$ cat src/rtl/win_mon8_if.sv
// Sample/threshold bus and status outputs of the win_mon8 window monitor.
// The master drives samples and configuration; the slave is the monitor.
interface win_mon8_if #(
  parameter int CNT_W = 8
);
  logic             thr_ld;
  logic [7:0]       hi_thr;
  logic [7:0]       lo_thr;
  logic             s_valid;
  logic [7:0]       s_data;
  logic             clr;
  logic [1:0]       zone;
  logic             alarm_hi;
  logic             alarm_lo;
  logic             evt_pulse;
  logic [CNT_W-1:0] evt_cnt;
  logic             cfg_err;

  modport master (
    output thr_ld, hi_thr, lo_thr, s_valid, s_data, clr,
    input  zone, alarm_hi, alarm_lo, evt_pulse, evt_cnt, cfg_err
  );

  modport slave (
    input  thr_ld, hi_thr, lo_thr, s_valid, s_data, clr,
    output zone, alarm_hi, alarm_lo, evt_pulse, evt_cnt, cfg_err
  );
endinterface

$ cat src/rtl/win_mon8.sv
// Windowed threshold monitor: classifies 8-bit samples against lo/hi thresholds
// and drives debounced sticky high/low alarms with a saturating event counter.
module win_mon8 #(
  parameter int DEB   = 3,
  parameter int CNT_W = 8
) (
  input  logic       clk,
  input  logic       rst_n,
  win_mon8_if.slave  bus
);

  localparam logic [1:0] Z_INSIDE = 2'b00;
  localparam logic [1:0] Z_BELOW  = 2'b01;
  localparam logic [1:0] Z_ABOVE  = 2'b10;

  localparam logic [2:0] S_NORM    = 3'd0;
  localparam logic [2:0] S_PEND_HI = 3'd1;
  localparam logic [2:0] S_ALM_HI  = 3'd2;
  localparam logic [2:0] S_PEND_LO = 3'd3;
  localparam logic [2:0] S_ALM_LO  = 3'd4;

  localparam logic [3:0] DEB_V = 4'(DEB);

  logic [7:0]       hi_r, lo_r;
  logic [2:0]       st, st_nx;
  logic [3:0]       dcnt, cnt_nx, inc, cnt_up;
  logic [1:0]       cls, zone_r;
  logic             entry;
  logic             evt_pulse_r, cfg_err_r;
  logic [CNT_W-1:0] evt_cnt_r;

  // Thresholds are the registered copies, so a same-cycle load sees the old pair.
  always_comb begin
    // NOTE: every always_comb output gets a default first so no latch is inferred.
    cls = Z_INSIDE;
    if (bus.s_data > hi_r)      cls = Z_ABOVE;
    else if (bus.s_data < lo_r) cls = Z_BELOW;
  end

  assign inc = dcnt + 4'd1;

  always_comb begin
    st_nx  = st;
    cnt_nx = dcnt;
    cnt_up = 4'd0;
    entry  = 1'b0;
    if (bus.s_valid) begin
      case (st)
        // NORM and both pending states share one rule: a qualifying sample
        // advances its own side or restarts at 1 on the other side.
        S_NORM, S_PEND_HI, S_PEND_LO: begin
          if (cls == Z_ABOVE) begin
            cnt_up = (st == S_PEND_HI) ? inc : 4'd1;
            if (cnt_up >= DEB_V) begin
              st_nx  = S_ALM_HI;
              cnt_nx = 4'd0;
              entry  = 1'b1;
            end else begin
              st_nx  = S_PEND_HI;
              cnt_nx = cnt_up;
            end
          end else if (cls == Z_BELOW) begin
            cnt_up = (st == S_PEND_LO) ? inc : 4'd1;
            if (cnt_up >= DEB_V) begin
              st_nx  = S_ALM_LO;
              cnt_nx = 4'd0;
              entry  = 1'b1;
            end else begin
              st_nx  = S_PEND_LO;
              cnt_nx = cnt_up;
            end
          end else begin
            st_nx  = S_NORM;
            cnt_nx = 4'd0;
          end
        end
        // In an alarm, any sample not on the alarm side is exit progress only.
        S_ALM_HI: begin
          if (cls == Z_ABOVE) begin
            cnt_nx = 4'd0;
          end else if (inc >= DEB_V) begin
            st_nx  = S_NORM;
            cnt_nx = 4'd0;
          end else begin
            cnt_nx = inc;
          end
        end
        S_ALM_LO: begin
          if (cls == Z_BELOW) begin
            cnt_nx = 4'd0;
          end else if (inc >= DEB_V) begin
            st_nx  = S_NORM;
            cnt_nx = 4'd0;
          end else begin
            cnt_nx = inc;
          end
        end
        default: begin
          st_nx  = S_NORM;
          cnt_nx = 4'd0;
        end
      endcase
    end
  end

  always_ff @(posedge clk or negedge rst_n) begin
    if (!rst_n) begin
      hi_r        <= 8'hFF;
      lo_r        <= 8'h00;
      cfg_err_r   <= 1'b0;
      st          <= S_NORM;
      dcnt        <= 4'd0;
      zone_r      <= Z_INSIDE;
      evt_pulse_r <= 1'b0;
      evt_cnt_r   <= '0;
    end else begin
      // NOTE: state uses non-blocking assignments so every flop samples pre-edge values.
      cfg_err_r <= 1'b0;
      if (bus.thr_ld) begin
        if (bus.lo_thr <= bus.hi_thr) begin
          hi_r <= bus.hi_thr;
          lo_r <= bus.lo_thr;
        end else begin
          cfg_err_r <= 1'b1;
        end
      end
      st          <= st_nx;
      dcnt        <= cnt_nx;
      evt_pulse_r <= entry;
      if (bus.s_valid) zone_r <= cls;
      if (bus.clr)                       evt_cnt_r <= '0;
      else if (entry && !(&evt_cnt_r))   evt_cnt_r <= evt_cnt_r + 1'b1;
    end
  end

  assign bus.zone      = zone_r;
  assign bus.alarm_hi  = (st == S_ALM_HI);
  assign bus.alarm_lo  = (st == S_ALM_LO);
  assign bus.evt_pulse = evt_pulse_r;
  assign bus.evt_cnt   = evt_cnt_r;
  assign bus.cfg_err   = cfg_err_r;

endmodule

$ cat src/flat_wrapper.sv
// flat-port wrapper written by rule: the top's interface ports become plain ports
module win_mon8_flat 
#(
  parameter int DEB   = 3,
  parameter int CNT_W = 8
)
  (clk, rst_n, bus_thr_ld, bus_hi_thr, bus_lo_thr, bus_s_valid, bus_s_data, bus_clr, bus_zone, bus_alarm_hi, bus_alarm_lo, bus_evt_pulse, bus_evt_cnt, bus_cfg_err);
  win_mon8_if #(.CNT_W(CNT_W)) bus_i ();
  input  logic clk;
  input  logic rst_n;
  input wire logic [$bits(bus_i.thr_ld)-1:0] bus_thr_ld;
  input wire logic [$bits(bus_i.hi_thr)-1:0] bus_hi_thr;
  input wire logic [$bits(bus_i.lo_thr)-1:0] bus_lo_thr;
  input wire logic [$bits(bus_i.s_valid)-1:0] bus_s_valid;
  input wire logic [$bits(bus_i.s_data)-1:0] bus_s_data;
  input wire logic [$bits(bus_i.clr)-1:0] bus_clr;
  output wire logic [$bits(bus_i.zone)-1:0] bus_zone;
  output wire logic [$bits(bus_i.alarm_hi)-1:0] bus_alarm_hi;
  output wire logic [$bits(bus_i.alarm_lo)-1:0] bus_alarm_lo;
  output wire logic [$bits(bus_i.evt_pulse)-1:0] bus_evt_pulse;
  output wire logic [$bits(bus_i.evt_cnt)-1:0] bus_evt_cnt;
  output wire logic [$bits(bus_i.cfg_err)-1:0] bus_cfg_err;
  assign bus_i.thr_ld = bus_thr_ld;
  assign bus_i.hi_thr = bus_hi_thr;
  assign bus_i.lo_thr = bus_lo_thr;
  assign bus_i.s_valid = bus_s_valid;
  assign bus_i.s_data = bus_s_data;
  assign bus_i.clr = bus_clr;
  assign bus_zone = bus_i.zone;
  assign bus_alarm_hi = bus_i.alarm_hi;
  assign bus_alarm_lo = bus_i.alarm_lo;
  assign bus_evt_pulse = bus_i.evt_pulse;
  assign bus_evt_cnt = bus_i.evt_cnt;
  assign bus_cfg_err = bus_i.cfg_err;
  win_mon8 #(.DEB(DEB), .CNT_W(CNT_W)) u_core (.clk(clk), .rst_n(rst_n), .bus(bus_i));
endmodule
$ cat config.mk
export PLATFORM = sky130hd
export DESIGN_NAME = win_mon8_flat
export DESIGN_NICKNAME = d
export VERILOG_FILES = /design/src/rtl/win_mon8_if.sv /design/src/rtl/win_mon8.sv /design/src/flat_wrapper.sv
export SDC_FILE = /design/constraint.sdc
export NUM_CORES = 1
export LEC_CHECK = 0
export CAP_MARGIN = 0
export CELL_PAD_IN_SITES_DETAIL_PLACEMENT = 1
export CELL_PAD_IN_SITES_GLOBAL_PLACEMENT = 1
export CORE_ASPECT_RATIO = 0.9
export CORE_MARGIN = 10
export CORE_UTILIZATION = 36
export CTS_CLUSTER_DIAMETER = 30
export CTS_CLUSTER_SIZE = 30
export DETAILED_ROUTE_END_ITERATION = 12
export PLACE_DENSITY_LB_ADDON = 0.1
export SETUP_SLACK_MARGIN = 0.05
export SYNTH_ARGS = -nofsm -noshare
export SYNTH_HDL_FRONTEND = slang
export SYNTH_SLANG_ARGS = --single-unit
$ cat constraint.sdc
create_clock -name clk -period 2.5 [get_ports clk]
set_clock_uncertainty 0.1 [all_clocks]
set_input_delay 0.25 -clock clk [delete_from_list [all_inputs] [get_ports clk]]
set_output_delay 0.25 -clock clk [all_outputs]
set_load 0.02 [all_outputs]
* Yosys cells after proc, flatten, opt, wreduce, memory -nomap -nowiden *
Cells that the tools add are included.

cells by class
  add/sub/neg operators = 2
  $lt $le $gt $ge = 6
  equality and inequality tests = 8
  multiplexer cells = 30
  reduce and logical (&&, ||, !) cells = 8

operators by type and width
  cell                                                                    count
  4-bit 2-to-1 mux                                                        9
  3-bit 2-to-1 mux                                                        6
  8-bit 2-to-1 mux                                                        2
  4-bit by 2-bit >= comparator with 1-bit output (second input constant)  3
  4-bit case mux with 3 select lines                                      1
  1-bit 2-to-1 mux                                                        9
  3-bit case mux with 3 select lines                                      1
  8-bit by 1-bit adder with 8-bit output (second input constant)          1
  8-bit > comparator                                                      1
  8-bit less-or-equal comparator                                          1
  8-bit less-than comparator                                              1
  8-bit AND reduction                                                     1
  3-bit by 2-bit == test with 1-bit output (second input constant)        2
  4-bit by 1-bit adder with 4-bit output (second input constant)          1
  2-bit 2-to-1 mux                                                        2
  2-bit != test (second input constant)                                   2
  3-bit by 1-bit == test with 1-bit output (second input constant)        1
  3-bit == test (second input constant)                                   1
  3-bit zero test                                                         1
  3-bit AND reduction                                                     1
  3-bit OR reduction                                                      1
  2-bit by 1-bit == test with 1-bit output (second input constant)        1
  2-bit == test (second input constant)                                   1
  2-bit AND reduction                                                     1
  3 further kinds                                                         3

word-level totals
  bits in registers = 35
  bits of input ports = 29
  output and inout port bits = 14
  logic and storage cells = 62

* Logic depth before layout (Yosys ltp) *
Gate-level depths: netlist of run 1.

  depth in word-level cells = 11
  mapped depth = 11
  depth with buffers taken out = 9

* Worst setup path after synthesis of run 1 *
Ideal clock, no wire load.

  path kind = flip-flop to flip-flop
  start = register u_core.dcnt[0]
  end = register u_core.evt_cnt_r[7], in the netlist u_core.bus.evt_cnt[7]
  library setup time = 78 ps
  arrival time = 2,379 ps
  required time = 2,322 ps
  setup slack = -57 ps
  cell stages (with the launch flop) = 10
  path buffers = 0
  clock period less this slack = 2,557 ps
  cell sequence = dfrtp_1 inv_1 ha_1 or2_2 nand4_1 o2111ai_2 a211oi_2 o21ai_4 or4_1 a21oi_1

on the way
  word-level cells in the longest chain between the ends = 10
  elaborated cells between the ends (all ways) = 13
  classes of those cells = add/sub: 1; order compare: 2; mux: 8; reduce/logical: 2

RTL lines
  element                                         RTL line         source
  start, declared                                 win_mon8.sv:26   logic [3:0] dcnt, cnt_nx, inc, cnt_up;
  start signal, assigned                          win_mon8.sv:128  dcnt <= cnt_nx;
  4-bit by 1-bit adder with 4-bit output (*)      win_mon8.sv:40   assign inc = dcnt + 4'd1;
  4-bit 2-to-1 mux                                win_mon8.sv:63   cnt_up = (st == S_PEND_LO) ? inc : 4'd1;
  4-bit by 2-bit >= comparator with 1-bit output  win_mon8.sv:64   if (cnt_up >= DEB_V) begin
  1-bit 2-to-1 mux                                win_mon8.sv:64
  1-bit 2-to-1 mux                                win_mon8.sv:62   end else if (cls == Z_BELOW) begin
  1-bit 2-to-1 mux (*)                            win_mon8.sv:52   if (cls == Z_ABOVE) begin
  1-bit 2-to-1 mux (*)                            win_mon8.sv:48   case (st)
  1-bit 2-to-1 mux (*)                            win_mon8.sv:47   if (bus.s_valid) begin
  1-bit logical AND (*)                           win_mon8.sv:132  else if (entry && !(&evt_cnt_r)) evt_cnt_r <= evt_cnt_r + 1'b1;
  2-bit nonzero test (no line) (*)                --
  end signal, assigned                            win_mon8.sv:132
  end, declared                                   win_mon8.sv:30   logic [CNT_W-1:0] evt_cnt_r;

Mark *: on every way between the ends. The rest lies on a longest branch, timed or not.
A chain may end at the register's enable or synchronous reset.

* Worst setup path in the final report of run 1 *
  start = register u_core.hi_r[1]
  end = register u_core.evt_cnt_r[3], in the netlist u_core.bus.evt_cnt[3]

on the way
  word-level cells in the longest chain between the ends = 9
  elaborated cells between the ends (all ways) = 10
  classes of those cells = order compare: 1; eq/ne: 2; mux: 5; reduce/logical: 2

RTL lines
  element                                   RTL line         source
  start, declared                           win_mon8.sv:24   logic [7:0] hi_r, lo_r;
  start signal, assigned                    win_mon8.sv:121  hi_r <= bus.hi_thr;
  8-bit > comparator (*)                    win_mon8.sv:36   if (bus.s_data > hi_r) cls = Z_ABOVE;
  2-bit 2-to-1 mux (*)                      win_mon8.sv:36
  2-bit by 1-bit == test with 1-bit output  win_mon8.sv:62
  1-bit 2-to-1 mux                          win_mon8.sv:62
  1-bit 2-to-1 mux (*)                      win_mon8.sv:52
  1-bit 2-to-1 mux (*)                      win_mon8.sv:48
  1-bit 2-to-1 mux (*)                      win_mon8.sv:47
  1-bit logical AND (*)                     win_mon8.sv:132
  2-bit nonzero test (no line) (*)          --

Marks and branches as above.

==> qor.yml, run 1 <==
timing:
  min_period_over_period_pct: 101
  max_freq_ghz: 0.397
  relSlewSlack_pct: 68.1
  hold_slack_ps: 296
  rsz0062_at_grt: "true"
  hold_viol: 0
  report.final.slew_viol_count: 0
  tightest_slew_ps: 479
  period_minus_slack_ps: 2520
  finalSetupViolations: 2
  setup_slack_ps: -17.9
drt:
  num_vias: 2057
  ant_nets: 0
  drc: 0
  totalWireLength_um: 6740
  first_iter_violations: 36
  wire_per_inst_um: 16.6
  firstDrtPassIters: 4
  vias_per_cell: 5.07
global_route:
  grt_pass1_wl_um: 11600
  grt_max_degree: 36
  overflow: 0
  met1_usage_pct: 17.8
  use_met3_pct: 3.24
  antenna_found_initial: 0
  grt_pass1_vias: 2269
  grt.busiest_layer: "met2"
  grt.met2_usage_pct: 21.6
  grt_use_total_pct: 13.5
yosys:
  synth_seq_cells: 35
  yosys.area_share.simple_pct: 16.8
  synth_xor_area_share_pct: 1.11
  synth_area_leader_cell: "dfrtp_1"
  synth_top_area_share_pct: 28.6
  synth_flop_cell: "dfrtp_1"
  ys_top_cells_by_area: "dfrtp_1 29%, ha_1 14%, dfstp_2 8.9%, mux2_2 5.2%, inv_1 5.1%"
  netlist_area_mm2: 0.00236
  synth-async-reset-ratio_pct: 100
  synthMuxAreaShare_pct: 8.64
  synth_edf_count: 0
  synth.distinct_cells: 51
  synth_top_family_by_area: "simple AND/OR/NAND/NOR gates"
  synthAdderAreaFrac_pct: 13.8
  syn_avg_cell_area_um2: 9.48
  synth_compound_area_share_pct: 16.0
  ys_warn_count: 0
  syn_inst: 249
  synth.net_count: 304
  seq_area_frac_synth_pct: 37.5
clock_network:
  htreeDepth: 2
  clkTransAtPathRegs_ps: 80
  clockBufferDepth: 2
  cts.sinks: 35
  cts_root_buf: "clkbuf_8"
  tritoncts: "yes"
  holdBufCountCts: 0
  clk_latency_ps: 290
  cts_buffers: 5
critical_path:
  required_ps: 2620
  cp_max_fo: 6
  max_stage_delay_ps: 530
  critical_path.startpoint_type: "flop"
  path_cells: "inv_2 > ha_4 > nor2b_1 > o211ai_1 > a211o_1 > and4_4 > o21ai_4 > buf_6 > or3_4 > a21oi_2"
  crit_arrival_ps: 2630
  cp_top_family: "simple AND/OR/NAND/NOR gates"
  cpMaxStageDelayCell: "dfstp_2"
  critPathBufInv: 2
  end_kind: "flop"
  critPathKind: "reg -> reg"
place:
  dp_hpwl_um: 4940
  numPortBuffers: 42
  place_congestion: 0.801
pwr:
  p_leak_uw: 0.00151
  peakVddDrop_mv: 0.324
  p_per_area_mw_per_mm2: 710
  total_power_uw: 2370
die:
  core_mm2: 0.00625
  fp-row-count: 27
  start_util_pct: 37.8
  die_width_um: 105
  top_level_ports: 43
  die_y_um: 96.8
  die-area_mm2: 0.0102
layout:
  n_fill_cell: 708
  drive_gt1_share_pct: 27.6
  syn_to_final_growth_pct: 41.4
  diodes: 0
  fin_nets: 373
status:
  violations: "negative setup slack"
  status: "complete, but fails checks"
job:
  cap_violations: 0
hold_path:
  hold_class: "in -> async"
-- placed cells by master (no fill, tap or decap), types with 5 or more instances in the layout --
cell / instances
and3_1: 6
mux2i_1: 8
o21ai_0: 13
nand3_1: 9
buf_4: 22
mux2_2: 11
inv_2: 7
ha_1: 18
ha_4: 8
nor2b_1: 7
inv_1: 25
clkbuf_8: 5
a21oi_1: 8
clkdlybuf4s50_1: 42
nand2_1: 14
dfrtp_1: 27
a21oi_2: 5
nand4_1: 5
nor2_1: 8
dfstp_2: 8
nor3_1: 5
-- metrics by stage --
stage | std cells | util, % | setup slack, ps | TNS (ps) | cell area, um^2
2_1_floorplan | 249 | - | 61.1 | 0 | 2380
6_report | 406 | 53.4 | -17.9 | -24.3 | 3340
4_1_cts | 404 | 52.4 | 23.3 | 0 | 3270
3_3_place_gp | 394 | 48.7 | -215 | -2680 | 3050
5_1_grt | 406 | 53.4 | -107 | -552 | 3340
3_5_place_dp | 394 | 48.7 | -277 | -4120 | 3050
-- cells by family after synthesis --
| family | count (synthesis) |
|---|---|
| simple gates | 72 |
| compound gates | 56 |
| buf+inv | 38 |
| flops | 35 |
| fa+ha+maj | 26 |
| mux | 19 |
| xor+xnor | 3 |
-- power by group --
group          internal (uW)  switching [uW]  total [uW]
sequential               687             108         796
combinational            579             578        1160
clock                    196             221         417
total                   1460             907        2370
-- sequential cells by signal (all words and copies together), names as in the netlist --
register,cells
u_core.bus.evt_cnt,8
u_core.bus.cfg_err,1
u_core.st,3
u_core.bus.zone,2
u_core.bus.evt_pulse,1
u_core.lo_r,8
u_core.hi_r,8
u_core.dcnt,4
-- worst paths after layout --
path / end / startpoint / cells past startpoint / slack (ps)
worst max-delay path: u_core.bus.evt_cnt[3] / u_core.hi_r[1] / 10 / -20
worst min-delay path: u_core.lo_r[5] / rst_n / 2 / 300
worst max register to register: u_core.bus.evt_cnt[3] / u_core.hi_r[1] / 10 / -20
worst min register to register: u_core.hi_r[5] / u_core.hi_r[5] / 2 / 400
max in group asynchronous: u_core.hi_r[4] / rst_n / 2 / 1650
min in group clk: u_core.hi_r[5] / u_core.hi_r[5] / 2 / 400
-- cells in the mapped netlist, types with 7 or more instances --
| cell | count |
|---|---|
| dfstp_2 | 8 |
| dfrtp_1 | 27 |
| nand2_1 | 15 |
| inv_1 | 32 |
| ha_1 | 26 |
| mux2_2 | 11 |
| mux2i_1 | 8 |
| o21ai_0 | 17 |
| nor2_1 | 8 |
| a21oi_1 | 13 |
| nor2b_1 | 7 |
| nand3_1 | 9 |
-- what timing repair did --
action	CTS	global route
endpoints found under the setup margin	10	26
gates resized for setup	23	14
setup buffers	2	2
pin swaps	16	14
cloned	0	0
-- final cells by class --
class / count / area, um^2 / area share [%]
inverter: 32 / 120 / 3.60
tap: 87 / 109 / 3.26
clock inverter: 1 / 5.00 / 0.150
sequential: 35 / 886 / 26.5
multi-input combinational: 176 / 1510 / 45.3
timing repair buffer: 68 / 631 / 18.9
clock buffer: 7 / 76.3 / 2.29
-- routing by layer --
| layer | part of all wire (%) | vias to the layer above |
|---|---|---|
| met1 | 48 | 992 |
| met5 | 0 | - |
| met4 | 0.71 | 0 |
| met3 | 3.6 | 5 |
| met2 | 47 | 32 |
| li1 | - | 1028 |
Power figures use the tool's default switching activity.
==> run 2, diff against run 1 <==
--- a/config.mk
+++ b/config.mk
@@ -12,7 +12,6 @@
 export CORE_MARGIN = 10
 export CORE_UTILIZATION = 36
 export CTS_CLUSTER_DIAMETER = 30
-export CTS_CLUSTER_SIZE = 30
 export DETAILED_ROUTE_END_ITERATION = 12
 export PLACE_DENSITY_LB_ADDON = 0.1
 export SETUP_SLACK_MARGIN = 0.05
==> results of run 2 <==
Same layout as run 1: the final DEF is identical, and so are final timing and power.
